<file path="config.mk">
export PLATFORM = sky130hd
export DESIGN_NAME = timer_bank_flat
export DESIGN_NICKNAME = d
export VERILOG_FILES = /design/src/rtl/timer_bank_if.sv /design/src/rtl/timer_bank.sv /design/src/flat_wrapper.sv
export SDC_FILE = /design/constraint.sdc
export NUM_CORES = 1
export LEC_CHECK = 0
export CORE_UTILIZATION = 30
export CTS_CLUSTER_SIZE = 28
export DETAILED_ROUTE_END_ITERATION = 10
export GPL_ROUTABILITY_DRIVEN = 0
export HOLD_SLACK_MARGIN = 0.08
export PLACE_DENSITY = 0.54
export SETUP_SLACK_MARGIN = 0.2
export SLEW_MARGIN = 20
export SYNTH_ARGS = -nofsm -noshare
export SYNTH_HDL_FRONTEND = slang
export SYNTH_SLANG_ARGS = --single-unit
</file>
<file path="constraint.sdc">
create_clock -name sb_clk -period 4.4 [get_ports sb_clk]
set_input_delay 0.66 -clock sb_clk [delete_from_list [all_inputs] [get_ports sb_clk]]
set_output_delay 0.66 -clock sb_clk [all_outputs]
set_load 0.05 [all_outputs]
</file>
<file path="src/rtl/timer_bank_if.sv">
// Channel control, limit and status bundle for timer_bank.
interface timer_bank_if #(
    parameter int unsigned NUM_CH = 8,
    parameter int unsigned CNT_W  = 9
);
    logic [NUM_CH-1:0]       ch_en;
    logic [NUM_CH-1:0]       ch_restart;
    logic [NUM_CH-1:0]       ch_base;
    logic [NUM_CH-1:0]       ch_mode;
    logic [NUM_CH*CNT_W-1:0] ch_limit;
    logic                    tick_o;
    logic [NUM_CH-1:0]       timeout;
    logic [NUM_CH-1:0]       expired_p;

    modport master (
        output ch_en, ch_restart, ch_base, ch_mode, ch_limit,
        input  tick_o, timeout, expired_p
    );

    modport slave (
        input  ch_en, ch_restart, ch_base, ch_mode, ch_limit,
        output tick_o, timeout, expired_p
    );
endinterface

</file>
<file path="src/rtl/timer_bank.sv">
// Bank of independent timeout channels sharing one free-running prescaler.
module timer_bank #(
    parameter int unsigned NUM_CH   = 8,
    parameter int unsigned CNT_W    = 9,
    parameter int unsigned PRESCALE = 1000
) (
    input  logic        sb_clk,
    input  logic        rst,
    timer_bank_if.slave bus
);
    localparam int unsigned PRE_W = 16;

    logic [PRE_W-1:0]  presc_q, presc_d;
    logic              tick_c;
    logic              tick_q;
    logic [CNT_W-1:0]  cnt_q [NUM_CH];
    logic [CNT_W-1:0]  cnt_d [NUM_CH];
    logic [NUM_CH-1:0] timeout_q, timeout_d;
    logic [NUM_CH-1:0] exp_q, exp_d;
    logic [NUM_CH-1:0] fired_q, fired_d;

    // Free-running 0..PRESCALE-1 counter; tick_c marks the wrap cycle.
    always_comb begin
        tick_c  = (presc_q == PRE_W'(PRESCALE - 1));
        presc_d = tick_c ? '0 : presc_q + PRE_W'(1);
    end

    // fired tracks that the current expiry has already been pulsed, so a
    // saturated or tick-waiting counter reports it only once.
    always_comb begin
        logic [CNT_W-1:0] lim;
        logic             hit;
        logic             adv;
        lim = '0;
        hit = 1'b0;
        adv = 1'b0;
        for (int i = 0; i < NUM_CH; i++) begin
            cnt_d[i]     = '0;
            timeout_d[i] = 1'b0;
            exp_d[i]     = 1'b0;
            fired_d[i]   = 1'b0;
            lim = bus.ch_limit[i*CNT_W +: CNT_W];
            hit = bus.ch_en[i] && (lim != '0) && (cnt_q[i] >= lim);
            adv = bus.ch_base[i] ? tick_c : 1'b1;
            if (bus.ch_en[i] && !bus.ch_restart[i]) begin
                cnt_d[i]     = cnt_q[i];
                exp_d[i]     = hit && !fired_q[i];
                fired_d[i]   = hit;
                timeout_d[i] = hit && !bus.ch_mode[i];
                if (lim == '0) begin
                    cnt_d[i] = '0;
                end else if (adv) begin
                    if (!hit) begin
                        cnt_d[i] = cnt_q[i] + CNT_W'(1);
                    end else if (bus.ch_mode[i]) begin
                        // Reload starts a new period; re-arm the pulse.
                        cnt_d[i]   = CNT_W'(1);
                        fired_d[i] = 1'b0;
                    end
                end
            end
        end
    end

    always_ff @(posedge sb_clk) begin
        if (!rst) begin
            presc_q   <= '0;
            tick_q    <= 1'b0;
            timeout_q <= '0;
            exp_q     <= '0;
            fired_q   <= '0;
            for (int i = 0; i < NUM_CH; i++) begin
                cnt_q[i] <= '0;
            end
        end else begin
            presc_q   <= presc_d;
            tick_q    <= tick_c;
            timeout_q <= timeout_d;
            exp_q     <= exp_d;
            fired_q   <= fired_d;
            for (int i = 0; i < NUM_CH; i++) begin
                cnt_q[i] <= cnt_d[i];
            end
        end
    end

    assign bus.tick_o    = tick_q;
    assign bus.timeout   = timeout_q;
    assign bus.expired_p = exp_q;
endmodule

</file>
<file path="src/flat_wrapper.sv">
// flat-port wrapper written by rule: the top's interface ports become plain ports
module timer_bank_flat 
#(
    parameter int unsigned NUM_CH   = 8,
    parameter int unsigned CNT_W    = 9,
    parameter int unsigned PRESCALE = 1000
)
  (sb_clk, rst, bus_ch_en, bus_ch_restart, bus_ch_base, bus_ch_mode, bus_ch_limit, bus_tick_o, bus_timeout, bus_expired_p);
  timer_bank_if #(.NUM_CH(NUM_CH), .CNT_W(CNT_W)) bus_i ();
  input  logic sb_clk;
  input  logic rst;
  input wire logic [$bits(bus_i.ch_en)-1:0] bus_ch_en;
  input wire logic [$bits(bus_i.ch_restart)-1:0] bus_ch_restart;
  input wire logic [$bits(bus_i.ch_base)-1:0] bus_ch_base;
  input wire logic [$bits(bus_i.ch_mode)-1:0] bus_ch_mode;
  input wire logic [$bits(bus_i.ch_limit)-1:0] bus_ch_limit;
  output wire logic [$bits(bus_i.tick_o)-1:0] bus_tick_o;
  output wire logic [$bits(bus_i.timeout)-1:0] bus_timeout;
  output wire logic [$bits(bus_i.expired_p)-1:0] bus_expired_p;
  assign bus_i.ch_en = bus_ch_en;
  assign bus_i.ch_restart = bus_ch_restart;
  assign bus_i.ch_base = bus_ch_base;
  assign bus_i.ch_mode = bus_ch_mode;
  assign bus_i.ch_limit = bus_ch_limit;
  assign bus_tick_o = bus_i.tick_o;
  assign bus_timeout = bus_i.timeout;
  assign bus_expired_p = bus_i.expired_p;
  timer_bank #(.NUM_CH(NUM_CH), .CNT_W(CNT_W), .PRESCALE(PRESCALE)) u_core (.sb_clk(sb_clk), .rst(rst), .bus(bus_i));
endmodule
</file>
# ---- Word-level counts from Yosys, hierarchy flattened
# Memories as Yosys holds them, arrays and structs flattened.
# Index checks and enable logic that the tools add are counted.
dict set report totals {
  ff_bits 41
  latchBits 0
  mem_bits_rw 72
  rom_bits 0
  in_bits 106
  output_inout_bits 17
  wordCells 233
  n_memories 1
}
# memory depth width read_ports rd_ports_with_merged_regs write_ports line
set memory_table {}
lappend memory_table {u_core.cnt_q 8 9 8 0 8 timer_bank.sv:16} ;# logic [CNT_W-1:0] cnt_q [NUM_CH];
dict set report classes {
  addsub 9
  n_mul 0
  div_mod_pow 0
  magnitude_cmp 8
  n_eq_ne 1
  shift 0
  muxes 90
  bitwise 9
  reduce_logical 89
}
# operator n
set ops {}
lappend ops {{$mux W9} 48}
lappend ops {{$add A9 B1 Y9 const B} 8}
lappend ops {{$ge A9 B9 Y1} 8}
lappend ops {{$logic_not A9 Y1} 8}
lappend ops {{$reduce_bool A9 Y1} 8}
lappend ops {{$mux W1} 42}
lappend ops {{$logic_and A1 B1 Y1} 40}
lappend ops {{$logic_not A1 Y1} 24}
lappend ops {{$add A16 B1 Y16 const B} 1}
lappend ops {{$eq A16 B10 Y1 const B} 1}
lappend ops {{$reduce_and A2 Y1} 8}
lappend ops {{$or A1 B1 Y1} 8}
lappend ops {{$reduce_or A2 Y1} 1}
lappend ops {{$not A1 Y1} 1}

# ---- Depth between registers and ports, before layout
# Gate-level depths: netlist of the first run.
dict set report depth {
  word_depth 8
  depth_mapped 9
  mapped_depth_nobuf 8
}

# ---- Worst setup path after synthesis of the first run
# OpenSTA, ideal clock, no wires.
dict set report synth_timing {
  path_type {input to register}
  startpoint {in bus_ch_limit[38]}
  endpoint {mem u_core.cnt_q[4][6], in the netlist u_core.cnt_q[1][6]}
  setup_ps 122
  t_arrival_ps 2324
  t_required_ps 4278
  setup_slack_ps 1954
  stages 7
  path_buffers 0
  cell_sequence {inv_1 > ha_1 > a211oi_1 > o221ai_1 > a211oi_2 > o21ai_1 > a221o_1}
}
# element line
set synth_lines {}
lappend synth_lines {{from (decl)} flat_wrapper.sv:16} ;# input wire logic [$bits(bus_i.ch_limit)-1:0] bus_ch_limit;
lappend synth_lines {{to (decl)} timer_bank.sv:16}

==> results of run 1 <==
==> per-stage QoR <==
stage                     cell area [sq um]  utilization [%]
after detailed placement               8740             37.2
after CTS                              9320             39.7
after floorplan                        7170                -
final                                  9320             39.7
after global placement                 8740             37.2
after global routing                   9320             39.7
==> final cells by class <==
type	count	share of cell area [%]
clock buffer	19	4.86
tap	319	4.28
sequential	113	24.3
multi-input combinational	650	48.6
timing repair buffer	122	13.1
clock inverter	13	1.37
inverter	87	3.50
==> critical path, delay by kind of cell <==
family,cells,cell delay (ns)
buffers and inverters,1,1.02
AND/OR/NAND/NOR,5,1.29
AO/OA/AOI/OAI,1,0.26
==> layer usage <==
| metal | vias up | GRT usage [%] | routed length [um] |
|---|---|---|---|
| met5 | - | 0 | 0 |
| met4 | 0 | 4.30 | 176 |
| met3 | 11 | 3.02 | 611 |
| met2 | 124 | 23.8 | 7740 |
| met1 | 2945 | 18.6 | 8320 |
| li1 | 3409 | - | - |
==> placed cells by master (no fill, tap or decap), types with 5 or more instances in the layout <==
master           synthesis  routed
a211oi_1                 9       9
a21o_1                  10      10
nor3_1                  31      31
o31ai_1                  8       8
a31oi_1                 15      15
nor4_1                   8       8
or3_1                   10      10
a211o_1                 17      17
a22o_1                   7       7
ha_1                    81      81
nor3b_1                 12      12
clkdlybuf4s50_1          0     122
nand4_1                 12      12
nand3_1                 45      45
and3_1                  30      30
and4_1                   5       5
o21ai_0                 20      20
xor2_1                   9       9
a221o_1                 23      23
nor2_1                  87      87
o211ai_1                 5       5
and2_1                   6       6
a21oi_1                 31      31
dfxtp_1                113     113
xnor2_1                  5       5
clkbuf_16                0      17
or2_2                   12      12
inv_1                   87      87
nand2_1                 63      63
nor2b_1                 10      10
nand2b_1                 8       8
nand3b_1                 9       9
==> power breakdown <==
group	total [mW]	internal (mW)	switching, mW
combinational	0.235	0.130	0.105
sequential	1.03	1.03	0.00603
clock	1.34	0.815	0.529
==> kinds of logic after synthesis <==
| group | after synthesis |
|---|---|
| XOR/XNOR | 14 |
| multiplexers | 2 |
| AND/OR/NAND/NOR | 368 |
| flip-flops | 113 |
| buffers and inverters | 95 |
| adder cells (fa/ha/maj) | 81 |
| AO/OA/AOI/OAI | 185 |
==> flip-flops by register name, summed over array words and instances, names as in the netlist <==
name / flops
u_core.bus.expired_p: 8
u_core.bus.tick_o: 1
u_core.bus.timeout: 8
u_core.cnt_q: 72
u_core.fired_q: 8
u_core.presc_q: 16
==> worst min-delay path by stage <==
stage / end / slack, ns
after detailed placement: u_core.bus.expired_p[5] / 0.37
after floorplan: u_core.bus.expired_p[0] / 0.37
final: u_core.bus.expired_p[5] / 0.38
after global routing: u_core.bus.expired_p[4] / 0.39
after global placement: u_core.bus.expired_p[5] / 0.37
after CTS: u_core.bus.expired_p[5] / 0.38
==> qor.csv, run 1 <==
stage,metric,value,unit
status,status,"complete, no violations",
logic_synthesis,largest family of logic cells by synthesized area,simple AND/OR/NAND/NOR gates,
logic_synthesis,most area-consuming cells after synthesis,"dfxtp_1, ha_1, inv_1",
logic_synthesis,Syn Std Cell Area,0.00717,sq mm
detailed_routing,routed wire length,16.8,mm
logic_synthesis,top-count cell post-synth,dfxtp_1,
logic_synthesis,Synth top area share,31.5,%
timing,Final setup violation count,0,
worst_setup_path,Crit Path Category,in -> reg,
die,core area,0.0235,sq mm
detailed_routing,DR DRC count,0,
cells_and_area,ant diodes,0,
run,max_cap viols,0,
worst_hold_path,Hold Path Class,reg -> reg,
cells_and_area,layout cell share with drive strength beyond 1,7.77,%
grt,total grt overflow,0,
worst_setup_path,CP max-delay cell,clkdlybuf4s50_1,
power_and_ir_drop,power per cell area,280,mW/mm^2
die,Ports,123,
logic_synthesis,Compound-Gate Fraction of Synth Area,19.5,%
worst_setup_path,r2r startpoint,u_core.presc_q[0],
logic_synthesis,post-synthesis sequential area ratio,31.5,%
cells_and_area,register area,0.00226,sq mm
timing,crit share post-route,65.8,%
logic_synthesis,Commonest cells post-synth,"dfxtp_1, inv_1, nor2_1",
worst_setup_path,crit end category,flip-flop,
detailed_routing,DR vias/cell,4.90,
power_and_ir_drop,VDD IR max,0.200,mV
placed_design,post-DP HPWL,12.9,mm
clocking,Sinks on Clock Net,113,
timing,"Hold Vio Cnt, Final",0,
die,# rows,56,
grt,first-pass GRT wire length,28.5,mm
timing,clk_skew,0.0126,ns
worst_setup_path,flop2flop setup slack,1.73,ns
clocking,CTS root buffer,clkbuf_16,
logic_synthesis,syn avg cell area,8.36,sq um
placed_design,Place WS,1.03,ns
cells_and_area,Area Growth Syn to Fin,30.0,%
worst_setup_path,crit path to,u_core.cnt_q[1][16],
logic_synthesis,post-synthesis cell count,858,
clocking,Num CTS Buffers,17,
detailed_routing,Starting DRT DRC Count,193,
clocking,Post-CTS Setup Bufs,0,
logic_synthesis,XOR/XNOR Fraction of Synth Area,1.71,%
worst_setup_path,Reg-to-Reg End,u_core.cnt_q[0][21],
timing,Worst slew margin,43.0,%
worst_setup_path,crit path DAT,3.25,ns
timing,pin slew with the least headroom to its limit,0.852,ns
worst_setup_path,CP Launch Point,rst,
die,Die Width,157,um
cells_and_area,fillers,2402,
worst_setup_path,CP Cell Sequence,clkdlybuf4s50_1 -> nand3b_4 -> a31o_4 -> nor4_4 -> nand2_2 -> or3_1 -> nand3_1,
timing,Fin Hold WS,0.381,ns
timing,fin crit period,2.90,ns
timing,setup TNS,0,ns
timing,fmax,345,MHz
logic_synthesis,predominant post-synthesis flop cell,dfxtp_1,
detailed_routing,drt first pass iters,5,
logic_synthesis,asr flop ratio synth,0,%
logic_synthesis,largest area contributor in the netlist,dfxtp_1,
logic_synthesis,"Distinct cells, synth",68,
worst_setup_path,nature of the critical path startpoint,input port,
clocking,Post-CTS Hold Fix Bufs,0,
clocking,post-CTS sizing,0,
worst_setup_path,Reg2Reg Depth,6,
placed_design,PortBufs,122,
die,Die Y,157,um
logic_synthesis,Synth Area in Adders,14.1,%
timing,final setup margin,1.50,ns
worst_setup_path,"critical path fanouts, max",11,
detailed_routing,via count,6489,
placed_design,dpl cells,1291,
clocking,clock-pin slew on the worst setup and hold paths,0.06,ns
cells_and_area,final cell count without fillers,1323,
worst_setup_path,WP data required,4.76,ns
worst_hold_path,hold path depth,1,
clocking,CTS tree,yes,
worst_setup_path,crit-path max cell delay,1.02,ns
logic_synthesis,"FF+latch count, synth",113,
die,Initial Util,30.5,%
logic_synthesis,synthesized net count,1045,
logic_synthesis,post-synthesis mux area share,0.314,%
timing,Max Slew Vio Count,0,
clocking,Clock Path Buffers,2,
logic_synthesis,Post-synth EDFFs,0,
clocking,later-pin clock latency in the skew report,0.41,ns
grt,initial antenna violation count,0,
timing,RSZ-0062 raised after global routing,false,
grt,GRT Resource Usage Total,14.4,%
logic_synthesis,post-synthesis simple-gate area fraction,27.5,%
grt,largest net degree at the start of global routing,19,
detailed_routing,ANT nets after route,0,
die,DIE AREA,0.0245,sq mm
grt,vias in the first global route,6145,
cells_and_area,Nets,1178,
worst_hold_path,Hold Crit Start,u_core.fired_q[5],
power_and_ir_drop,Design Power,2.61,mW
power_and_ir_drop,leakage,4.17,nW
logic_synthesis,"Warnings, synthesis",0,
detailed_routing,drt wl/cell,12.7,um
clocking,H-tree Lvls,4,
cells_and_area,area of the multi-input gates,0.00453,sq mm
(Power assumes the default switching activity.)
==> run 2, diff against run 1 <==
- clock period: 4.4 -> 2.8 ns (I/O delays scaled with it)
==> run 2 against run 1 <==
Sequential cell count unchanged. Via count grew 0.89%. Count of clock-buffer cells in the layout down 1.
==> qor.csv, run 2 (synthesis results as in run 1) <==
stage,metric,value,unit
status,status,"complete, no violations",
power_and_ir_drop,leakage,4.28,nW
power_and_ir_drop,Sw Share,22.5,%
clocking,H-tree Lvls,4,
cells_and_area,fillers,2399,
timing,Final setup violation count,0,
die,Die Y,157,um
detailed_routing,via count,6547,
clocking,Clock Path Buffers,2,
placed_design,Place WS,-0.0307,ns
worst_setup_path,CP max-delay cell,clkdlybuf4s50_1,
cells_and_area,ant diodes,0,
die,Ports,123,
cells_and_area,Largest Register,u_core.cnt_q,
timing,crit share post-route,86.2,%
worst_setup_path,crit end category,flip-flop,
worst_setup_path,CP Cell Sequence,clkdlybuf4s50_1 -> inv_1 -> ha_1 -> a211oi_1 -> o221ai_1 -> a211oi_2 -> o21ai_1 -> a221o_1,
worst_setup_path,WP data required,3.09,ns
power_and_ir_drop,Flop pwr share,38.0,%
cells_and_area,Nets,1197,
worst_setup_path,"critical path fanouts, max",8,
worst_setup_path,Crit Path Category,in -> reg,
worst_setup_path,Reg2Reg Depth,8,
cells_and_area,most frequent cells in the layout,"clkdlybuf4s50_1, dfxtp_1, inv_1, nor2_1, ha_1",
power_and_ir_drop,Design Power,4.28,mW
clocking,clock-pin slew on the worst setup and hold paths,0.06,ns
timing,RSZ-0062 raised after global routing,false,
timing,pin slew with the least headroom to its limit,0.677,ns
power_and_ir_drop,P_sw,0.964,mW
cells_and_area,leading registers by flop count,"u_core.cnt_q (72), u_core.presc_q (16)",
power_and_ir_drop,Clock Power Share,53.1,%
power_and_ir_drop,internal power,3.31,mW
clocking,CTS root buffer,clkbuf_16,
detailed_routing,drt wl/cell,12.5,um
worst_setup_path,crit path DAT,2.71,ns
worst_setup_path,"CP delay by family, top",compound AO/OA/AOI/OAI gates,
grt,GRT Resource Usage Total,14.5,%
die,Die Width,157,um
cells_and_area,Area Growth Syn to Fin,32.9,%
die,Initial Util,30.5,%
placed_design,Post-DP Area,0.00891,sq mm
grt,first-pass GRT wire length,28.7,mm
clocking,Sinks on Clock Net,113,
worst_setup_path,crit-path max cell delay,0.47,ns
worst_hold_path,Hold Path Class,reg -> reg,
timing,Worst slew margin,54.5,%
placed_design,post-DP HPWL,12.9,mm
grt,total grt overflow,0,
cells_and_area,design area,0.00953,sq mm
power_and_ir_drop,power per cell area,449,mW/mm^2
detailed_routing,top sig layer,met4,
die,DIE AREA,0.0245,sq mm
placed_design,PortBufs,122,
die,core area,0.0235,sq mm
timing,fin crit period,2.41,ns
clocking,later-pin clock latency in the skew report,0.41,ns
clocking,Post-CTS Hold Fix Bufs,0,
die,# rows,56,
detailed_routing,M1 WL,8.49,mm
grt,largest net degree at the start of global routing,17,
timing,clk_skew,0.00705,ns
detailed_routing,DR DRC count,0,
power_and_ir_drop,Comb pwr share,8.9,%
detailed_routing,WL met2,7.68,mm
worst_setup_path,Bufs and invs on worst path,2,
detailed_routing,Starting DRT DRC Count,227,
timing,Max Slew Vio Count,0,
cells_and_area,layout cell share with drive strength beyond 1,9.39,%
timing,fmax,414,MHz
worst_setup_path,nature of the critical path startpoint,input port,
detailed_routing,drt first pass iters,4,
clocking,Num CTS Buffers,17,
cells_and_area,max reg flops,72,
timing,"Hold Vio Cnt, Final",0,
cells_and_area,most common library cell in the layout ignoring fill and taps,clkdlybuf4s50_1,
worst_setup_path,instance count on the critical path,8,
worst_hold_path,hold path depth,1,
grt,initial antenna violation count,0,
cells_and_area,post-layout util,40.6,%
power_and_ir_drop,VDD IR max,0.315,mV
clocking,CTS tree,yes,
detailed_routing,routed wire length,16.8,mm
detailed_routing,ANT nets after route,0,
detailed_routing,DR vias/cell,4.88,
run,max_cap viols,0,
grt,vias in the first global route,6142,
detailed_routing,met3 WL,526,um
timing,final setup margin,0.386,ns
run 2: layout make-up:
cell class	instances	area [sq um]	area share [%]
clock inverters	13	186	1.96
clock buffers	18	429	4.50
repair buffers	141	1390	14.6
well taps	319	399	4.19
inverters	87	327	3.43
flip-flops and latches	113	2260	23.7
multi-input cells	650	4530	47.6
run 2: routing by layer:
layer,up-vias,global-route usage [%]
li1,3449,-
met1,2998,18.8
met2,92,24.0
met3,8,3.16
met4,0,3.78
met5,-,0
run 2: power by group through the flow:
| stage | Combinational (mW) | Sequential (mW) | Clock (mW) |
|---|---|---|---|
| floorplan | 0.159 | 1.66 | 0 |
| CTS | 0.385 | 1.63 | 2.36 |
| global placement | 0.382 | 1.66 | 0 |
| detailed placement | 0.383 | 1.66 | 0 |
| finish | 0.379 | 1.63 | 2.27 |
| global route | 0.425 | 1.63 | 2.43 |
run 2: worst reg2reg max path, cell delays in order (launching register included):
cell,delay [ns]
dfxtp_1,0.36
ha_1,0.27
and3_1,0.22
nand4_2,0.24
buf_12,0.25
and2_1,0.21
nor3_4,0.33
a41oi_1,0.17
a31oi_1,0.17
run 2: metrics by stage:
| step | cells | TNS [ns] | hold slack (ns) |
|---|---|---|---|
| after floorplan | 858 | 0 | 0.368 |
| after global routing | 1341 | 0 | 0.386 |
| after CTS | 1341 | 0 | 0.380 |
| after global placement | 1310 | -0.116 | 0.371 |
| after detailed placement | 1310 | -0.125 | 0.370 |
| final | 1341 | 0 | 0.378 |
run 2: worst paths after layout:
check                         start                 endpoint  slack [ns]
setup / recovery   bus_ch_limit[38]       u_core.cnt_q[1][7]        0.39
setup reg to reg  u_core.presc_q[0]      u_core.cnt_q[1][26]        0.51
hold reg to reg   u_core.fired_q[5]  u_core.bus.expired_p[5]        0.38
hold / removal    u_core.fired_q[5]  u_core.bus.expired_p[5]        0.38
run 2: repair_timing:
| item | in CTS | in global routing |
|---|---|---|
| buffers inserted | 0 | 0 |
| resized for setup | 0 | 1 |
| endpoints found under the setup margin | 0 | 3 |
